**src/rtl/router_ejector_pkg.sv**
```systemverilog
// Shared definitions for the router ejection port: channel and credit field
// offsets, VC count and the per-VC receive state machine encoding.
package router_ejector_pkg;

    localparam int NUM_VCS  = 2;

    // Channel from the router output port: {data, tail, head, vc, valid}
    localparam int CH_VALID = 0;
    localparam int CH_VC    = 1;
    localparam int CH_HEAD  = 2;
    localparam int CH_TAIL  = 3;
    localparam int CH_DATA  = 4;

    // Credit returned to the router: {vc, valid}
    localparam int FC_VALID = 0;
    localparam int FC_VC    = 1;
    localparam int FC_WIDTH = 2;

    typedef enum logic {
        RX_IDLE   = 1'b0,
        RX_IN_PKT = 1'b1
    } rx_state_t;

    // A tail always closes the packet; a head without tail opens one.
    function automatic rx_state_t rx_next_state(input rx_state_t cur,
                                                input logic head,
                                                input logic tail);
        if (tail) begin
            return RX_IDLE;
        end
        if (head) begin
            return RX_IN_PKT;
        end
        return cur;
    endfunction

    // Between packets only a head is legal; inside a packet a head is not.
    function automatic logic rx_framing_error(input rx_state_t cur,
                                              input logic head);
        return (cur == RX_IDLE) ? !head : head;
    endfunction

endpackage

```
**src/rtl/router_ejector_vc_fifo.sv**
```systemverilog
// Per-VC flit buffer. Pointers wrap modulo DEPTH so any depth works; the
// head entry is read asynchronously so a flit written on one edge is
// presented in the following cycle.
module ejector_vc_fifo #(
    parameter int DEPTH = 4,
    parameter int WIDTH = 66
) (
    input  logic             clk,
    input  logic             reset,
    input  logic             wr_en,
    input  logic [WIDTH-1:0] wr_data,
    input  logic             rd_en,
    output logic [WIDTH-1:0] rd_data,
    output logic             empty,
    output logic             overflow
);

    localparam int PTR_W = (DEPTH > 1) ? $clog2(DEPTH) : 1;
    localparam int CNT_W = $clog2(DEPTH + 1);

    logic [WIDTH-1:0] mem [DEPTH];
    logic [PTR_W-1:0] wr_ptr_reg;
    logic [PTR_W-1:0] rd_ptr_reg;
    logic [CNT_W-1:0] count_reg;

    logic full;
    logic do_read;
    logic do_write;

    assign empty    = (count_reg == '0);
    assign full     = (count_reg == CNT_W'(DEPTH));
    assign do_read  = rd_en && !empty;
    // A dequeue in the same cycle frees the slot, so a full buffer still accepts.
    assign do_write = wr_en && (!full || do_read);
    assign overflow = wr_en && full && !do_read;
    assign rd_data  = mem[rd_ptr_reg];

    // Storage array: written only, never reset, so it maps onto plain RAM.
    always_ff @(posedge clk) begin
        if (do_write) begin
            mem[wr_ptr_reg] <= wr_data;
        end
    end

    // Pointer and occupancy bookkeeping.
    always_ff @(posedge clk or negedge reset) begin
        if (!reset) begin
            wr_ptr_reg <= '0;
            rd_ptr_reg <= '0;
            count_reg  <= '0;
        end else begin
            if (do_write) begin
                wr_ptr_reg <= (wr_ptr_reg == PTR_W'(DEPTH - 1)) ? '0 : wr_ptr_reg + PTR_W'(1);
            end
            if (do_read) begin
                rd_ptr_reg <= (rd_ptr_reg == PTR_W'(DEPTH - 1)) ? '0 : rd_ptr_reg + PTR_W'(1);
            end
            case ({do_write, do_read})
                2'b10:   count_reg <= count_reg + CNT_W'(1);
                2'b01:   count_reg <= count_reg - CNT_W'(1);
                default: count_reg <= count_reg;
            endcase
        end
    end

endmodule

```
**src/rtl/router_ejector.sv**
```systemverilog
// Router ejection port: buffers incoming flits per VC, checks packet framing,
// forwards whole packets to the terminal with round-robin VC arbitration and
// returns one credit to the router for every flit handed to the terminal.
module router_ejector
    import router_ejector_pkg::*;
#(
    parameter int BUF_DEPTH  = 4,
    parameter int DATA_WIDTH = 64
) (
    input  logic                  clk,
    input  logic                  reset,
    input  logic [DATA_WIDTH+3:0] channel_in,
    output logic [FC_WIDTH-1:0]   flow_ctrl_out,
    output logic                  out_valid,
    input  logic                  out_ready,
    output logic                  out_vc,
    output logic                  out_head,
    output logic                  out_tail,
    output logic [DATA_WIDTH-1:0] out_data,
    output logic                  error
);

    // Buffered flit layout: {tail, head, data}
    localparam int FLIT_W = DATA_WIDTH + 2;

    logic                  in_valid;
    logic                  in_vc;
    logic                  in_head;
    logic                  in_tail;
    logic [DATA_WIDTH-1:0] in_data;
    logic [FLIT_W-1:0]     in_flit;

    assign in_valid = channel_in[CH_VALID];
    assign in_vc    = channel_in[CH_VC];
    assign in_head  = channel_in[CH_HEAD];
    assign in_tail  = channel_in[CH_TAIL];
    assign in_data  = channel_in[CH_DATA +: DATA_WIDTH];
    assign in_flit  = {in_tail, in_head, in_data};

    logic [NUM_VCS-1:0]             fifo_wr;
    logic [NUM_VCS-1:0]             fifo_rd;
    logic [NUM_VCS-1:0]             fifo_empty;
    logic [NUM_VCS-1:0]             fifo_overflow;
    logic [NUM_VCS-1:0]             frame_err;
    logic [NUM_VCS-1:0][FLIT_W-1:0] fifo_head;

    logic              sel_vc;
    logic [FLIT_W-1:0] sel_flit;
    logic              deq;

    logic              lock_reg;
    logic              lock_vc_reg;
    logic              stall_reg;
    logic              stall_vc_reg;
    logic              rr_prio_reg;
    logic [FC_WIDTH-1:0] flow_ctrl_reg;
    logic              error_reg;

    generate
        for (genvar gi = 0; gi < NUM_VCS; gi++) begin : g_vc
            rx_state_t rx_state_reg;

            assign fifo_wr[gi]   = in_valid && (in_vc == 1'(gi));
            assign fifo_rd[gi]   = deq && (sel_vc == 1'(gi));
            assign frame_err[gi] = fifo_wr[gi] && rx_framing_error(rx_state_reg, in_head);

            ejector_vc_fifo #(
                .DEPTH (BUF_DEPTH),
                .WIDTH (FLIT_W)
            ) u_fifo (
                .clk      (clk),
                .reset    (reset),
                .wr_en    (fifo_wr[gi]),
                .wr_data  (in_flit),
                .rd_en    (fifo_rd[gi]),
                .rd_data  (fifo_head[gi]),
                .empty    (fifo_empty[gi]),
                .overflow (fifo_overflow[gi])
            );

            // Receive framing tracker; follows the channel even for dropped flits.
            always_ff @(posedge clk or negedge reset) begin
                if (!reset) begin
                    rx_state_reg <= RX_IDLE;
                end else if (fifo_wr[gi]) begin
                    rx_state_reg <= rx_next_state(rx_state_reg, in_head, in_tail);
                end
            end
        end
    endgenerate

    // Output VC choice: a packet in flight wins, then a stalled flit must stay
    // put, otherwise the priority VC if it has data, else the other one.
    always_comb begin
        sel_vc = rr_prio_reg;
        if (lock_reg) begin
            sel_vc = lock_vc_reg;
        end else if (stall_reg) begin
            sel_vc = stall_vc_reg;
        end else if (fifo_empty[rr_prio_reg] && !fifo_empty[~rr_prio_reg]) begin
            sel_vc = ~rr_prio_reg;
        end
    end

    assign sel_flit  = fifo_head[sel_vc];
    assign out_valid = !fifo_empty[sel_vc];
    assign out_vc    = sel_vc;
    assign out_tail  = sel_flit[DATA_WIDTH + 1];
    assign out_head  = sel_flit[DATA_WIDTH];
    assign out_data  = sel_flit[DATA_WIDTH-1:0];
    assign deq       = out_valid && out_ready;

    // Arbitration state: packet lock, stall hold and round-robin pointer.
    always_ff @(posedge clk or negedge reset) begin
        if (!reset) begin
            lock_reg     <= 1'b0;
            lock_vc_reg  <= 1'b0;
            stall_reg    <= 1'b0;
            stall_vc_reg <= 1'b0;
            rr_prio_reg  <= 1'b0;
        end else begin
            stall_reg    <= out_valid && !out_ready;
            stall_vc_reg <= sel_vc;
            if (deq) begin
                rr_prio_reg <= ~sel_vc;
                if (out_tail) begin
                    lock_reg <= 1'b0;
                end else if (out_head) begin
                    lock_reg    <= 1'b1;
                    lock_vc_reg <= sel_vc;
                end
            end
        end
    end

    // One credit per dequeued flit, presented in the cycle after the dequeue.
    always_ff @(posedge clk or negedge reset) begin
        if (!reset) begin
            flow_ctrl_reg <= '0;
        end else begin
            flow_ctrl_reg <= '0;
            if (deq) begin
                flow_ctrl_reg[FC_VALID] <= 1'b1;
                flow_ctrl_reg[FC_VC]    <= sel_vc;
            end
        end
    end

    // Sticky protocol error: overflow or framing violation on either VC.
    always_ff @(posedge clk or negedge reset) begin
        if (!reset) begin
            error_reg <= 1'b0;
        end else if ((|fifo_overflow) || (|frame_err)) begin
            error_reg <= 1'b1;
        end
    end

    assign flow_ctrl_out = flow_ctrl_reg;
    assign error         = error_reg;

endmodule

```
**config.mk**
```make
export PLATFORM = sky130hd
export DESIGN_NAME = router_ejector
export DESIGN_NICKNAME = d
export VERILOG_FILES = /design/src/rtl/router_ejector_pkg.sv /design/src/rtl/router_ejector_vc_fifo.sv /design/src/rtl/router_ejector.sv
export SDC_FILE = /design/constraint.sdc
export NUM_CORES = 1
export LEC_CHECK = 0
export ABC_AREA = 1
export CAP_MARGIN = 20
export CORE_ASPECT_RATIO = 0.75
export CORE_MARGIN = 5
export CORE_UTILIZATION = 55
export DETAILED_ROUTE_END_ITERATION = 10
export PLACE_DENSITY = 0.75
export SLEW_MARGIN = 15
export SYNTH_ARGS = -nofsm -noshare
export SYNTH_HDL_FRONTEND = slang
export SYNTH_SLANG_ARGS = --single-unit
```
**constraint.sdc**
```tcl
create_clock -name clk -period 10.7 [get_ports clk]
set_input_delay 2.675 -clock clk [delete_from_list [all_inputs] [get_ports clk]]
set_output_delay 2.675 -clock clk [all_outputs]
set_load 0.02 [all_outputs]
```
== Word-level counts from Yosys, hierarchy flattened ==
Memory sizes are Yosys's and may differ from the RTL's.
Cells that the tools add are included.
Cells by class
  equal/unequal tests: 10
  $lt $le $gt $ge: 3
  reduce and logical (&&, ||, !) cells: 43
  muxes and demuxes: 40
  bitwise logic cells: 4
  add/sub/neg operators: 8
Operators with widths (count)
  66-bit 2-to-1 mux: 2
  1-bit 2-to-1 mux: 31
  1-bit logical AND: 17
  2-bit == test, second input constant: 6
  3-bit one-hot mux with 2 select lines: 2
  1-bit zero test: 10
  2-bit 2-to-1 mux: 5
  2-bit nonzero test: 5
  2-bit by 1-bit adder with 2-bit output, second input constant: 4
  3-bit by 1-bit adder with 3-bit output, second input constant: 2
  3-bit == test, second input constant: 2
  3-bit zero test: 2
  1-bit by 2-bit less-than comparator with 1-bit output, second input constant: 3
  2-bit AND reduction: 3
  3-bit by 1-bit subtractor with 3-bit output, second input constant: 2
  2-bit by 1-bit == test with 1-bit output, second input constant: 2
  1-bit NOT: 4
  2-bit OR reduction: 2
  1-bit logical OR: 3
  3-bit AND reduction: 1
Storage, ports and cells
  bits of input ports: 71
  bits in writable memories: 528
  memories kept: 2
  output and inout port bits: 71
  logic and storage cells: 125
  register bits after elaboration: 24
Memory list
  g_vc[0].u_fifo.mem: words 4, bits a word 66, read ports 1, clocked after Yosys merged registers in 0, write ports 1, line router_ejector_vc_fifo.sv:21  | logic [WIDTH-1:0] mem [DEPTH];
  g_vc[1].u_fifo.mem: words 4, bits a word 66, read ports 1, clocked after Yosys merged registers in 0, write ports 1, line router_ejector_vc_fifo.sv:21

== Logic depth before layout (Yosys ltp) ==
  depth in word-level cells: 18
  mapped depth: 17
  depth with buffers taken out: 17

== Cells and area by module ==
A second synthesis with hierarchy kept.
Second synthesis, totals
  cell total of the unflattened synthesis: 1677
  area total of the unflattened synthesis: 22893.2 um2
Modules (own cells, without submodules)
  ejector_vc_fifo (g_vc[0].u_fifo): cells an instance 701, area an instance 11010.6 um2, instances 1
  ejector_vc_fifo (g_vc[1].u_fifo): cells an instance 701, area an instance 10528.8 um2, instances 1
  router_ejector: cells an instance 275, area an instance 1353.8 um2, instances 1

== Least setup slack after synthesis ==
OpenSTA, ideal clock, no wires.
  path type: input to register
  start point: in channel_in[0]
  end point: mem g_vc[0].u_fifo.mem[0][0], enable pin
  arrival: 5.916 ns
  path slack: 4.294 ns
  setup time: 0.491 ns
  path buffers: 0
  stages: 4
  data required time: 10.209 ns
  path through: inv_1 nor2_1 nand2_2 nor2_1
Between the ends
  word-level cells in the longest chain between the ends: 4
RTL lines
  start, declared: line router_ejector.sv:12  | input logic [DATA_WIDTH+3:0] channel_in,
  1-bit logical AND: line router_ejector.sv:63  | assign fifo_wr[gi] = in_valid && (in_vc == 1'(gi));
  1-bit logical AND: line router_ejector_vc_fifo.sv:34  | assign do_write = wr_en && (!full || do_read);
  1-bit 2-to-1 mux: line router_ejector_vc_fifo.sv:40  | if (do_write) begin
  1-bit 2-to-1 mux (implied by the code): line router_ejector_vc_fifo.sv:41  | mem[wr_ptr_reg] <= wr_data;
  end, declared: line router_ejector_vc_fifo.sv:21
No other way between the ends.

== Worst setup path after layout ==
  start point: reg g_vc[0].u_fifo.rd_ptr_reg[0]
  end point: out out_data[5]
Between the ends
  word-level cells in the longest chain between the ends: 3
RTL lines
  start, declared: line router_ejector_vc_fifo.sv:23  | logic [PTR_W-1:0] rd_ptr_reg;
  start signal, assigned: line router_ejector_vc_fifo.sv:56  | rd_ptr_reg <= (rd_ptr_reg == PTR_W'(DEPTH - 1)) ? '0 : rd_ptr_reg + PTR_W'(1);
  memory read 4 x 66 bit
  66-bit 2-to-1 mux (implied by the code) (2 in series): line router_ejector.sv:105  | assign sel_flit = fifo_head[sel_vc];
  end, declared: line router_ejector.sv:19  | output logic [DATA_WIDTH-1:0] out_data,
No other way between the ends. The select of a mux whose other input is x is not followed.

==> flow_metrics.env <==
export IMPL_row_count=63
export IMPL_drc=0
export IMPL_dp_hpwl_um=25930
export IMPL_regToRegSetupSlack_ns=6.79
export IMPL_ys_seq_elements=552
export IMPL_viasPerCell=5.707
export IMPL_vias=13300
export IMPL_synth_cell_area_um2=21700
export IMPL_tightest_slew_ns=1.061
export IMPL_cts_resized_gates=0
export IMPL_crit_chain="inv_4 -> buf_4 -> nor2_1 -> o32ai_1 -> nor2_1 -> a31oi_1 -> clkdlybuf4s50_1"
export IMPL_r2r_end="g_vc[1].u_fifo.mem[2][38]$_DFFE_PP_"
export IMPL_die_w_um=239.4
export IMPL_synth_edff_count=528
export IMPL_hold_path_end="lock_vc_reg$_DFFE_PN0P_"
export IMPL_ys_seq_area_share_pct=75.84
export IMPL_holdWs_ns=0.4816
export IMPL_drive_gt1_share_pct=6.188
export IMPL_clock_root_buffer="clkbuf_16"
export IMPL_hold_violations=0
export IMPL_dieHeight_um=182.0
export IMPL_worst_setup_path_start_kind="flip-flop"
export IMPL_tns_ns=0
export IMPL_reg2reg_from="g_vc[0].u_fifo.count_reg[1]$_DFFE_PN0P_"
export IMPL_clock_path_buffers=3
export IMPL_skew_ns=0.01599
export IMPL_multi_input_area_um2=4677
export IMPL_clkTransAtPathRegs_ns=0.07
export IMPL_period_needed_ns=7.025
export IMPL_reg2reg_depth=12
export IMPL_fin_area_um2=25090
export IMPL_relSlewSlack_pct=29.08
export IMPL_path_common_cell="nor2_1"
export IMPL_post_place_ws_ns=4.322
export IMPL_synthFlopType="edfxtp_1"
export IMPL_grt_max_degree=90
export IMPL_path_depth=7
export IMPL_worst_slack_ns=3.675
export IMPL_critPathMaxFanout=82
export IMPL_dp_cells=2238
export IMPL_fin_nets=1857
export IMPL_p_total_mw=7.465
export IMPL_synthDistinctLibCells=31
export IMPL_area_growth_pct=15.62
export IMPL_fin_crit_sh_pct=65.66
export IMPL_post_cts_buffers=0
export IMPL_largest_reg_flops=528
export IMPL_power_density_nw_per_um2=297.6
export IMPL_firstDrtPassIters=5
export IMPL_drt_antenna_violating_nets=0
export IMPL_grt_pass1_vias=13110
export IMPL_cp_end_kind="output pin"
export IMPL_wl_per_cell_um=20.48
export IMPL_final_util_pct=63.91
export IMPL_layout_commonest_cell="edfxtp_1"
export IMPL_dieArea_um2=43570
export IMPL_cp_required_ns=8.03
export IMPL_finalMaxSlewViolations=0
export IMPL_fillerInstances=2842
export IMPL_core_area_um2=39260
export IMPL_grt_first_pass_wirelength_um=74260
export IMPL_critical_path_top_delay_family="buffers and inverters"
export IMPL_htree_levels=2
export IMPL_ys_async_sr_fraction_pct=4.348
export IMPL_clock_fmax_ghz=0.1423
export IMPL_numCtsBuffers=51
export IMPL_wirelength_um=47720
export IMPL_cts_sinks=552
export IMPL_hold_path_depth=2
export IMPL_crit_type="flip-flop to output pin"
export IMPL_mostFrequentLayoutCells="edfxtp_1 (528), nor2_1 (525), o21ai_0 (196)"
export IMPL_min_path_type="flip-flop to flip-flop"
export IMPL_critical_path_buf_inv_count=3
export IMPL_instances_no_fill=2330
export IMPL_antenna_cells=0
export IMPL_arrival_ns=4.35
export IMPL_vdd_drop_max_mv=0.2319
export IMPL_max_cap_viol_count=0
export IMPL_clk_latency_ns=0.58
export IMPL_synth_cells=1661
export IMPL_io_buffers=141
export IMPL_first_iter_violations=1260
export IMPL_initial_core_util_pct=55.28
export IMPL_crit_slowest_cell="inv_4"
export IMPL_cts_tree="built"
export IMPL_hold_buffers=0
export IMPL_outcome="complete, no violations"
export IMPL_yosysWarnings=0
export IMPL_min_delay_start="lock_vc_reg$_DFFE_PN0P_"
export IMPL_max_stage_delay_ns=0.77
export IMPL_track_usage_pct=21.67
export IMPL_io_pins=142
export IMPL_setup_viol_count_final=0
export IMPL_syn_nets=1746
export IMPL_rsz0062_at_grt="no"
export IMPL_grt_overflow=0
export IMPL_avgSynthCellArea_um2=13.06
export IMPL_seq_area_um2=16470
export IMPL_place_congestion=0.7915
export IMPL_antenna_found_initial=1
export IMPL_place_area_um2=23490
export IMPL_p_leak_nw=8.399
[layer usage]
layer	GRT usage, %	wire length (µm)	vias up
li1	-	-	6218
met1	31.70	21180	6612
met2	35.34	22820	408
met3	3.265	2983	59
met4	4.426	740	0
met5	0	0	-
[worst max-delay path by stage]
stage,from,endpoint
6_report,g_vc[0].u_fifo.rd_ptr_reg[0]$_DFFE_PN0P_,out_data[5]
5_1_grt,g_vc[0].u_fifo.rd_ptr_reg[0]$_DFFE_PN0P_,out_data[5]
4_1_cts,g_vc[0].u_fifo.rd_ptr_reg[0]$_DFFE_PN0P_,out_data[5]
3_5_place_dp,g_vc[0].u_fifo.rd_ptr_reg[0]$_DFFE_PN0P_,out_data[5]
3_3_place_gp,g_vc[0].u_fifo.rd_ptr_reg[0]$_DFFE_PN0P_,out_data[5]
2_1_floorplan,channel_in[0],g_vc[0].u_fifo.mem[0][0]$_DFFE_PP_
[cells by family after synthesis]
| family | share of synthesized area, % |
|---|---|
| xor+xnor | 0.2019 |
| fa+ha+maj | 0.8765 |
| flops | 75.84 |
| compound gates | 9.463 |
| buf+inv | 2.883 |
| simple gates | 10.74 |
[layout make-up]
cell class / instances / share of cell area, %
sequential: 552 / 65.64
multi-input combinational: 969 / 18.64
clock buffer: 65 / 5.546
inverter: 39 / 0.6035
tap: 520 / 2.593
clock inverter: 26 / 0.7281
timing repair buffer: 159 / 6.244
[worst min-delay path: stages, from the launching register on]
cell and delay, ns:
dfrtp_1 0.35, nand2_1 0.05, nand2_1 0.05
[cells in the mapped netlist (5+ instances only)]
library cell,count,area (µm²)
clkbuf_1,43,161.4
buf_2,50,250.2
o32ai_1,64,560.5
a21oi_1,6,30.03
inv_1,36,135.1
a31oi_1,65,406.6
nand2_1,51,191.4
o21ai_1,9,45.04
nor2_1,533,2001
edfxtp_1,528,15860
o21ai_0,196,980.9
buf_6,5,56.30
nand3_1,11,55.05
dfrtp_1,24,600.6
ha_1,12,150.1
[power by group]
group          total, mW  internal (mW)  switching, mW
sequential          2.80           2.64          0.166
combinational       2.94           1.06           1.88
clock               1.72          0.965          0.755
total               7.46           4.66           2.80
(Power assumes the default switching activity.)
